## config.mk

```make
export PLATFORM = sky130hd
export DESIGN_NAME = joy_db15_tx
export DESIGN_NICKNAME = d
export VERILOG_FILES = /design/src/rtl/joy_db15_tx.sv
export SDC_FILE = /design/constraint.sdc
export NUM_CORES = 1
export LEC_CHECK = 0
export CAP_MARGIN = 20
export CORE_ASPECT_RATIO = 1.2
export CORE_MARGIN = 1.5
export CORE_UTILIZATION = 44
export CTS_BUF_LIST = sky130_fd_sc_hd__clkbuf_8
export CTS_CLUSTER_DIAMETER = 80
export DETAILED_ROUTE_END_ITERATION = 12
export PLACE_DENSITY = 0.7
export SYNTH_ARGS = -nofsm -noshare
export SYNTH_HDL_FRONTEND = slang
export SYNTH_SLANG_ARGS = --single-unit
```

## constraint.sdc

```tcl
create_clock -name clk -period 2.55 [get_ports clk]
set_input_delay 0.51 -clock clk [delete_from_list [all_inputs] [get_ports clk]]
set_output_delay 0.51 -clock clk [all_outputs]
set_load 0.02 [all_outputs]
```

## src/rtl/joy_db15_tx.sv

```systemverilog
// DB15 joystick serial transmitter: emulates the adapter's parallel-in/serial-out
// chain so two player words can be shifted to the host over joy_load/joy_clk/joy_data.
//
// state | meaning
// IDLE  | after reset, waiting for the first load; output held at 1
// LOAD  | load held low, snapshotting both player words every cycle
// SHIFT | one bit per filtered joy_clk rise, player 1 LSB first
// DONE  | frame fully consumed; output 1 until the next load
module joy_db15_tx #(
  parameter int NBITS  = 16,
  parameter int FILTER = 3
) (
  input  logic             clk,
  input  logic             reset,
  input  logic             joy_clk,
  input  logic             joy_load,
  input  logic [NBITS-1:0] joystick1,
  input  logic [NBITS-1:0] joystick2,
  output logic             joy_data,
  output logic             frame_done,
  output logic             short_frame,
  output logic [7:0]       frame_count
);
  localparam int TOT = 2 * NBITS;
  localparam int CW  = $clog2(TOT) + 1;
  localparam int FW  = (FILTER > 1) ? $clog2(FILTER) : 1;
  localparam logic [CW-1:0] CNT_LAST = CW'(TOT - 1);
  localparam logic [FW-1:0] FLT_LAST = FW'(FILTER - 1);

  typedef enum logic [1:0] {IDLE, LOAD, SHIFT, DONE} state_t;

  state_t         state;
  logic [TOT-1:0] sr;
  logic [CW-1:0]  cnt;

  // bit 0 carries joy_clk, bit 1 carries joy_load
  logic [1:0]    pin, sync1, sync2, flt, flt_d;
  logic [FW-1:0] fcnt [2];
  logic          clk_rise, load_fall, load_rise;

  assign pin = {joy_load, joy_clk};

  always_ff @(posedge clk or posedge reset) begin
    if (reset) begin
      sync1   <= '1;
      sync2   <= '1;
      flt     <= '1;
      flt_d   <= '1;
      fcnt[0] <= '0;
      fcnt[1] <= '0;
    end else begin
      sync1 <= pin;
      sync2 <= sync1;
      flt_d <= flt;
      // a level change is accepted only after FILTER consecutive differing samples
      for (int i = 0; i < 2; i++) begin
        if (sync2[i] == flt[i]) begin
          fcnt[i] <= '0;
        end else if (fcnt[i] == FLT_LAST) begin
          flt[i]  <= sync2[i];
          fcnt[i] <= '0;
        end else begin
          fcnt[i] <= fcnt[i] + FW'(1);
        end
      end
    end
  end

  assign clk_rise  = flt[0] & ~flt_d[0];
  assign load_fall = flt_d[1] & ~flt[1];
  assign load_rise = flt[1] & ~flt_d[1];

  always_ff @(posedge clk or posedge reset) begin
    if (reset) begin
      state       <= IDLE;
      sr          <= '1;
      cnt         <= '0;
      frame_done  <= 1'b0;
      short_frame <= 1'b0;
      frame_count <= 8'd0;
    end else begin
      frame_done  <= 1'b0;
      short_frame <= 1'b0;
      // load fall wins over everything, including a coincident clk rise
      if (load_fall) begin
        if (state == SHIFT && cnt != '0) short_frame <= 1'b1;
        state <= LOAD;
        sr    <= {~joystick2, ~joystick1};
        cnt   <= '0;
      end else begin
        case (state)
          LOAD: begin
            if (load_rise) begin
              state <= SHIFT;
            end else begin
              sr  <= {~joystick2, ~joystick1};
              cnt <= '0;
            end
          end
          SHIFT: begin
            if (clk_rise) begin
              sr  <= {1'b1, sr[TOT-1:1]};
              cnt <= cnt + CW'(1);
              if (cnt == CNT_LAST) begin
                frame_done  <= 1'b1;
                frame_count <= frame_count + 8'd1;
                state       <= DONE;
              end
            end
          end
          DONE:    sr <= '1;
          default: ;
        endcase
      end
    end
  end

  assign joy_data = sr[0];

endmodule

```

==> results.md, run 1 <==
* Leak Pwr at 1.444 nW
* Critical path capture point type: flop
* Worst min-delay path category: reg2reg
* Final net count at 345
* WP data arrival at 2.61 ns
* FF-to-FF path depth at 5
* Inserted Diodes at 0
* Reg2reg end: frame_count[1]$_DFFE_PP0P_
* CTS Buf Count at 9
* Slew HR at 51.17%
* Net Sw Frac at 32.09%
* CTS tree: yes
* Post-route ant nets at 0
* CTS H-tree lvls at 3
* Chip Height at 92.19 um
* Fin crit share at 93.68%
* Slowest Stage Delay on Critical Path at 0.58 ns
* Drt pass-1 iters at 4
* Hold Violations, Final at 0
* Met1 Usage GRT at 19.15%
* Routed len/inst at 13.37 um
* Vias in the first global route at 2,153
* Unique masters post-synth at 34
* Setup WS pre-CTS at 0.1540 ns
* VDD IR max at 703.5 uV
* Power share of the combinational group at 39.1%
* Worst setup margin at 0.1612 ns
* Initial drt markers at 99
* Register area at 1602 um^2
* Sequential power share at 41.4%
* Filler cells at 565
* Min Tclk post-route at 2.389 ns
* Setup CP Type: reg2reg
* Mapped Nets at 297
* Core area at 6406 um^2
* Max Slew Vio Count at 0
* Placed Area at 3500 um^2
* Largest net degree at the start of global routing at 33
* PostCTS Resize Cnt at 0
* Hold slack at 0.3559 ns
* Top Usage Layer GRT: met2
* Total global-route track usage at 16.74%
* Clock Skew at 0.005904 ns
* Worst-path clk slew at 0.06 ns
* Post-synthesis sequential area ratio at 54.91%
* Total number of vias at 2,045
* Multi-input gate area at 1224 um^2
* Cell taking the most area after synthesis: dfstp_2
* Hold-fix buffers, CTS at 0
* Critical R2R Launch: flt[1]$_DFFE_PP1P_
* Synth Cell Area at 2917 um^2
* Setup repair after global routing missed its margin: no
* Met3 Usage GRT at 5.174%
* Required @ worst endpoint at 2.77 ns
* Clock Tree Root: clkbuf_8
* Worst-path cell chain: inv_1 > ha_1 > or4b_4 > nor4_4 > mux2_2
* Std-Cell Rows at 32
* Ports at 47
* R2R Setup Slk at 0.16 ns
* Starting Density at 45.53%
* Initial antenna violation count at 0
* Clk buf depth at 2
* Port Buf Inserts at 46
* CP Capture Point: frame_count[1]$_DFFE_PP0P_
* Mapped Cells at 256
* Die area at 7128 um^2
* Drt drc at 0
* DP Wirelength at 3.614 mm
* Chip width at 77.32 um
* Syn-to-layout area delta at 26.90%
* Syn_area_per_cell at 11.39 um^2
* Outcome: completed
* Switch Pwr at 1.402 mW
* GRT overflow at 0
* Post-route cell area at 3701 um^2
* Crit-path slowest cell: or4b_4
* First-pass GRT wire length at 9.349 mm
* Vias/cell at 5.190
* Count of state elements after synthesis at 62
* Post-Route WL at 5.269 mm
* Max-Cap Viols at 0
* Pint at 2.967 mW
* Area contributors post-synth: dfstp_2 (36%), dfrtp_1 (19%), mux2_2 (13%)
* Synth warn at 0
* Worst setup path start: flt[1]$_DFFE_PP1P_
* Finish-stage setup viols at 0
* RD Place Congestion at 0.7599
* Layout cells sized above 1 at 33.01%
* Startpoint types: flop
* Clock Latency Late Sink at 0.33 ns
* Overall power at 4.368 mW
* Worst-path maximum fanout at 9
* Clock power share at 19.5%
* Setup TNS at 0 ns
* Power per Cell Area at 1180 nW/um^2
* Met2 Resource Use GR at 28.44%
* F_max at 0.4186 GHz
* Post-CTS Repair Setup Buffers at 0
* Yosys top cell area share at 36.04%
* Slew @ Worst Pin at 0.7311 ns
* Clock Sinks at 62
layout make-up:
class | instances | area share (%)
Sequential cell | 62 | 43.27
Multi-Input combinational cell | 170 | 33.06
Timing Repair Buffer | 53 | 14.54
Clock buffer | 11 | 4.091
Tap cell | 85 | 2.874
Clock inverter | 5 | 1.352
Inverter | 8 | 0.8114
sequential cells by signal, summed over array words and instances (netlist names):
register	count
state	2
sync1	2
sr	32
flt_d	2
frame_count	8
cnt	6
flt	2
fcnt	4
sync2	2
frame_done	1
short_frame	1
synth_stat cells:
| master | n |
|---|---|
| nor4bb_1 | 1 |
| nand2b_1 | 3 |
| nor3b_1 | 2 |
| nand4_1 | 6 |
| nor4_4 | 1 |
| clkbuf_1 | 12 |
| a31o_2 | 1 |
| mux2_2 | 34 |
| xnor2_1 | 8 |
| and3_1 | 2 |
| inv_1 | 8 |
| nor4_1 | 1 |
| a21oi_1 | 38 |
| a41oi_1 | 1 |
| or3b_2 | 1 |
| a2111oi_2 | 1 |
| ha_1 | 5 |
| o21ai_0 | 6 |
| nor3_1 | 34 |
| dfrtp_1 | 22 |
| xor2_1 | 1 |
| nand2_1 | 6 |
| o31ai_1 | 4 |
| o32a_1 | 1 |
| nand3_1 | 2 |
| or4b_4 | 1 |
| nor2_1 | 3 |
| nor2b_1 | 4 |
| nand3b_1 | 1 |
| and2_1 | 1 |
| o21bai_1 | 1 |
| buf_2 | 3 |
| buf_1 | 1 |
| dfstp_2 | 40 |
critical path, delay by kind of cell (launching register included):
family        cells  cell delay (ns)
buf+inv           1             0.06
flops             1             0.56
fa+ha+maj         1             0.29
mux               1             0.39
simple gates      2             0.97
power groups by stage:
stage,clock network (mW),logic (mW),registers [mW]
after floorplan,0,1.40,1.73
after global placement,0,1.69,1.80
after detailed placement,0,1.73,1.82
after CTS,0.874,1.73,1.81
after global routing,0.923,1.89,1.86
final,0.852,1.71,1.81
cells in the final DEF, fill, tap and decap left out, types with 2 or more instances in the layout:
master            n
nand2_1           6
and3_1            2
xnor2_1           8
nor2_1            3
o31ai_1           4
ha_1              5
clkbuf_8         11
mux2_2           34
nand3_1           2
clkdlybuf4s50_1  46
nand2b_1          2
o21ai_0           6
dfstp_2          40
inv_1             9
dfrtp_1          22
buf_4             5
nor3b_1           2
nand4_1           6
a21oi_1          38
nor3_1           34
nor2b_1           4
buf_12            2
metal layers:
layer | share of wire, % | vias to the layer above
li1 | - | 1015
met1 | 43 | 988
met2 | 51 | 32
met3 | 3.8 | 10
met4 | 2.1 | 0
met5 | 0 | -
kinds of logic after synthesis:
kind of cell,after synthesis,share of synthesized area (%)
buffers and inverters,24,3.217
DFF,62,54.91
adders and majority gates,5,2.145
AOI/OAI and AO/OA,53,10.30
xor gates and xnor gates,9,2.703
muxes,34,13.13
and+or+nand+nor,69,13.60
stage by stage:
stage                     utilization [%]  instances
after floorplan                         -        256
after global placement              54.63        378
after detailed placement            54.63        378
after CTS                           57.77        394
after global routing                57.77        394
final                               57.77        394
worst min-delay path by stage:
stage / startpoint / to / slack (ns) / cells past startpoint
2_1_floorplan: sync1[0]$_DFF_PP1_ / sync2[0]$_DFF_PP1_ / 0.35 / 0
3_3_place_gp: sync1[1]$_DFF_PP1_ / sync2[1]$_DFF_PP1_ / 0.35 / 0
3_5_place_dp: sync1[0]$_DFF_PP1_ / sync2[0]$_DFF_PP1_ / 0.35 / 0
4_1_cts: sync1[0]$_DFF_PP1_ / sync2[0]$_DFF_PP1_ / 0.36 / 0
5_1_grt: sync1[0]$_DFF_PP1_ / sync2[0]$_DFF_PP1_ / 0.36 / 0
6_report: sync1[0]$_DFF_PP1_ / sync2[0]$_DFF_PP1_ / 0.36 / 0
Note: power is estimated with default switching activity, not from simulation.
==> inputs of run 2 (changes only) <==
--- a/config.mk
+++ b/config.mk
@@ -12,7 +12,9 @@
 export CTS_BUF_LIST = sky130_fd_sc_hd__clkbuf_8
 export CTS_CLUSTER_DIAMETER = 80
 export DETAILED_ROUTE_END_ITERATION = 12
-export PLACE_DENSITY = 0.7
+export GPL_TIMING_DRIVEN = 0
+export PLACE_DENSITY = 0.72
+export REMOVE_ABC_BUFFERS = 1
 export SYNTH_ARGS = -nofsm -noshare
 export SYNTH_HDL_FRONTEND = slang
 export SYNTH_SLANG_ARGS = --single-unit
==> constraint.sdc (replaced) <==
create_clock -name clk -period 2.1 [get_ports clk]
set_input_delay 0.42 -clock clk [delete_from_list [all_inputs] [get_ports clk]]
set_output_delay 0.42 -clock clk [all_outputs]
set_load 0.02 [all_outputs]
==> results.md, run 2 (same netlist as run 1, synthesis figures left out) <==
* Buffers & Inverters on Critical Path at 2 (+1)
* CTS H-tree lvls at 3 (unchanged)
* Filler cells at 518 (-8.3%)
* GRT overflow at 0 (unchanged)
* CTS Buf Count at 9 (unchanged)
* Startpoint types: flop
* Total number of vias at 2,167 (+6.0%)
* Commonest non-fill, non-tap cell in the layout: clkdlybuf4s50_1
* Final Non-Filler Cells at 399 (+1.3%)
* Max Slew Vio Count at 0 (unchanged)
* Overall power at 5.586 mW (+28%)
* Routed len/inst at 14.86 um (+11%)
* Total global-route track usage at 18.14% (+1.4 points)
* CTS tree: yes
* Post-route cell area at 3859 um^2 (+4.3%)
* Initial drt markers at 109 (+10%)
* Drt drc at 0 (unchanged)
* Final net count at 351 (+1.7%)
* Post-Route WL at 5.929 mm (+13%)
* Core area at 6406 um^2 (unchanged)
* Largest net degree at the start of global routing at 40 (+21%)
* F_max at 0.4932 GHz (+18%)
* VDD IR max at 803.2 uV (+14%)
* Hold slack at 0.3564 ns (+0.0004840 ns)
* Crit-path slowest cell: dfstp_2
* Clock Skew at 0.003483 ns (-0.002421 ns)
* Slew @ Worst Pin at 0.5165 ns (-0.2146 ns)
* Clock Tree Root: clkbuf_8
* Worst setup margin at 0.07259 ns (-0.08865 ns)
* Worst-path cell chain: inv_2 > ha_4 > or4b_4 > nor4_4 > buf_6 > mux2_4
* Max FFs per register at 32 (unchanged)
* Setup repair after global routing missed its margin: yes
* Placed Area at 3478 um^2 (-0.61%)
* DP Wirelength at 3.529 mm (-2.3%)
* Clock Latency Late Sink at 0.33 ns (about the same)
* Chip width at 77.32 um (unchanged)
* Port Buf Inserts at 46 (unchanged)
* RD Place Congestion at 0.7765 (+2.2%)
* Finish-stage setup viols at 0 (unchanged)
* Hold-fix buffers, CTS at 0 (unchanged)
* Slew HR at 65.57% (+14 points)
* Required @ worst endpoint at 2.32 ns (-0.45 ns)
* Setup TNS at 0 ns (unchanged)
* Clk buf depth at 2 (unchanged)
* First-pass GRT wire length at 10.05 mm (+7.5%)
* Worst-path clk slew at 0.06 ns (about the same)
* Starting Density at 45.53% (unchanged)
* Post-route ant nets at 0 (unchanged)
* Leak Pwr at 1.520 nW (+5.2%)
* Setup WS pre-CTS at -0.3614 ns (-0.5155 ns)
* Worst min-delay path category: reg2reg
* Delay-heaviest family, CP: simple AND/OR/NAND/NOR gates
* Outcome: completed
* Most flops, register: sr
* Max-Cap Viols at 0 (unchanged)
* Syn-to-layout area delta at 32.30%
* Die area at 7128 um^2 (unchanged)
* Clock Sinks at 62 (unchanged)
* Hold Violations, Final at 0 (unchanged)
* Post-Place Cells at 374 (-1.1%)
* WP data arrival at 2.25 ns (-0.36 ns)
* Biggest regs: sr (32), frame_count (8), cnt (6)
* Slowest Stage Delay on Critical Path at 0.54 ns (-0.04 ns)
* Final core area utilization at 60.23% (+2.5 points)
* Drt pass-1 iters at 4 (unchanged)
* Ports at 47 (unchanged)
* Min Tclk post-route at 2.027 ns (-0.3614 ns)
* Vias in the first global route at 2,118 (-1.6%)
* Inserted Diodes at 0 (unchanged)
* Std-Cell Rows at 32 (unchanged)
* Critical path capture point type: flop
* Initial antenna violation count at 0 (unchanged)
* Vias/cell at 5.431 (+4.6%)
* Power per Cell Area at 1448 nW/um^2 (+23%)
* Setup CP Type: reg2reg
* Fin crit share at 96.54% (+2.9 points)
* Commonest cells after routing, fill and taps aside: clkdlybuf4s50_1 (46), dfstp_2 (40), a21oi_1 (37)
* Worst-path maximum fanout at 5 (-4)
* Layout cells sized above 1 at 37.26% (+4.3 points)
* Chip Height at 92.19 um (unchanged)
[run 2: cell types whose count changed in the layout (fill, tap and decap cells not counted), moves of 2 or more]
cell	delta
nand2_1	-2
buf_4	+2
buf_6	+2
nor3_1	-2
nor3_2	+2
nand2_2	+2
[run 2: final timing paths]
check	start	to	slack (ns)	cells past startpoint
worst max-delay path	flt[1]$_DFFE_PP1P_	frame_count[1]$_DFFE_PP0P_	0.07	6
worst min-delay path	sync1[1]$_DFF_PP1_	sync2[1]$_DFF_PP1_	0.36	0
worst max register to register	flt[1]$_DFFE_PP1P_	frame_count[1]$_DFFE_PP0P_	0.07	6
worst min register to register	sync1[1]$_DFF_PP1_	sync2[1]$_DFF_PP1_	0.36	0
max in group asynchronous	reset	sr[9]$_DFFE_PP1P_	1.03	3
min in group asynchronous	reset	fcnt[0]$_DFF_PP0_	0.43	2
[run 2: repair_timing]
item / CTS / global route
gates cloned: 2 / 0
endpoints found under the setup margin: 47 / 46
hold endpoints to repair: 0 / 0
gates resized for setup: 11 / 7
pin swaps: 3 / 1
setup buffers: 8 / 0
[run 2: cell type report]
class                   instances  area [um^2]  area share [%]
repair buffers                 59        623.1           16.15
flip-flops and latches         62         1603           41.54
inverters                       8        30.03          0.7782
well taps                      85        106.4           2.756
multi-input cells             170         1294           33.53
clock inverters                 3        37.54          0.9728
clock buffers                  12        165.2           4.280
[run 2: per-layer routing]
layer	track usage [%]	share of wire (%)	vias to the layer above
met1	23.20	45	1070
met4	7.273	1.5	0
met3	5.274	4.0	8
met2	28.80	49	49
li1	-	-	1040
met5	0	0	-
[run 2: worst register-to-register path: stages, from the launching register on]
cell and delay (ns):
dfstp_2 0.54, inv_2 0.05, ha_4 0.16, or4b_4 0.49, nor4_4 0.21, buf_6 0.17
mux2_4 0.29
[run 2: power breakdown]
part,switching [mW],leakage [nW],internal (mW),total [mW]
combinational,1.03,0.689,1.25,2.28
clock,0.430,0.111,0.630,1.06
sequential,0.348,0.720,1.90,2.25
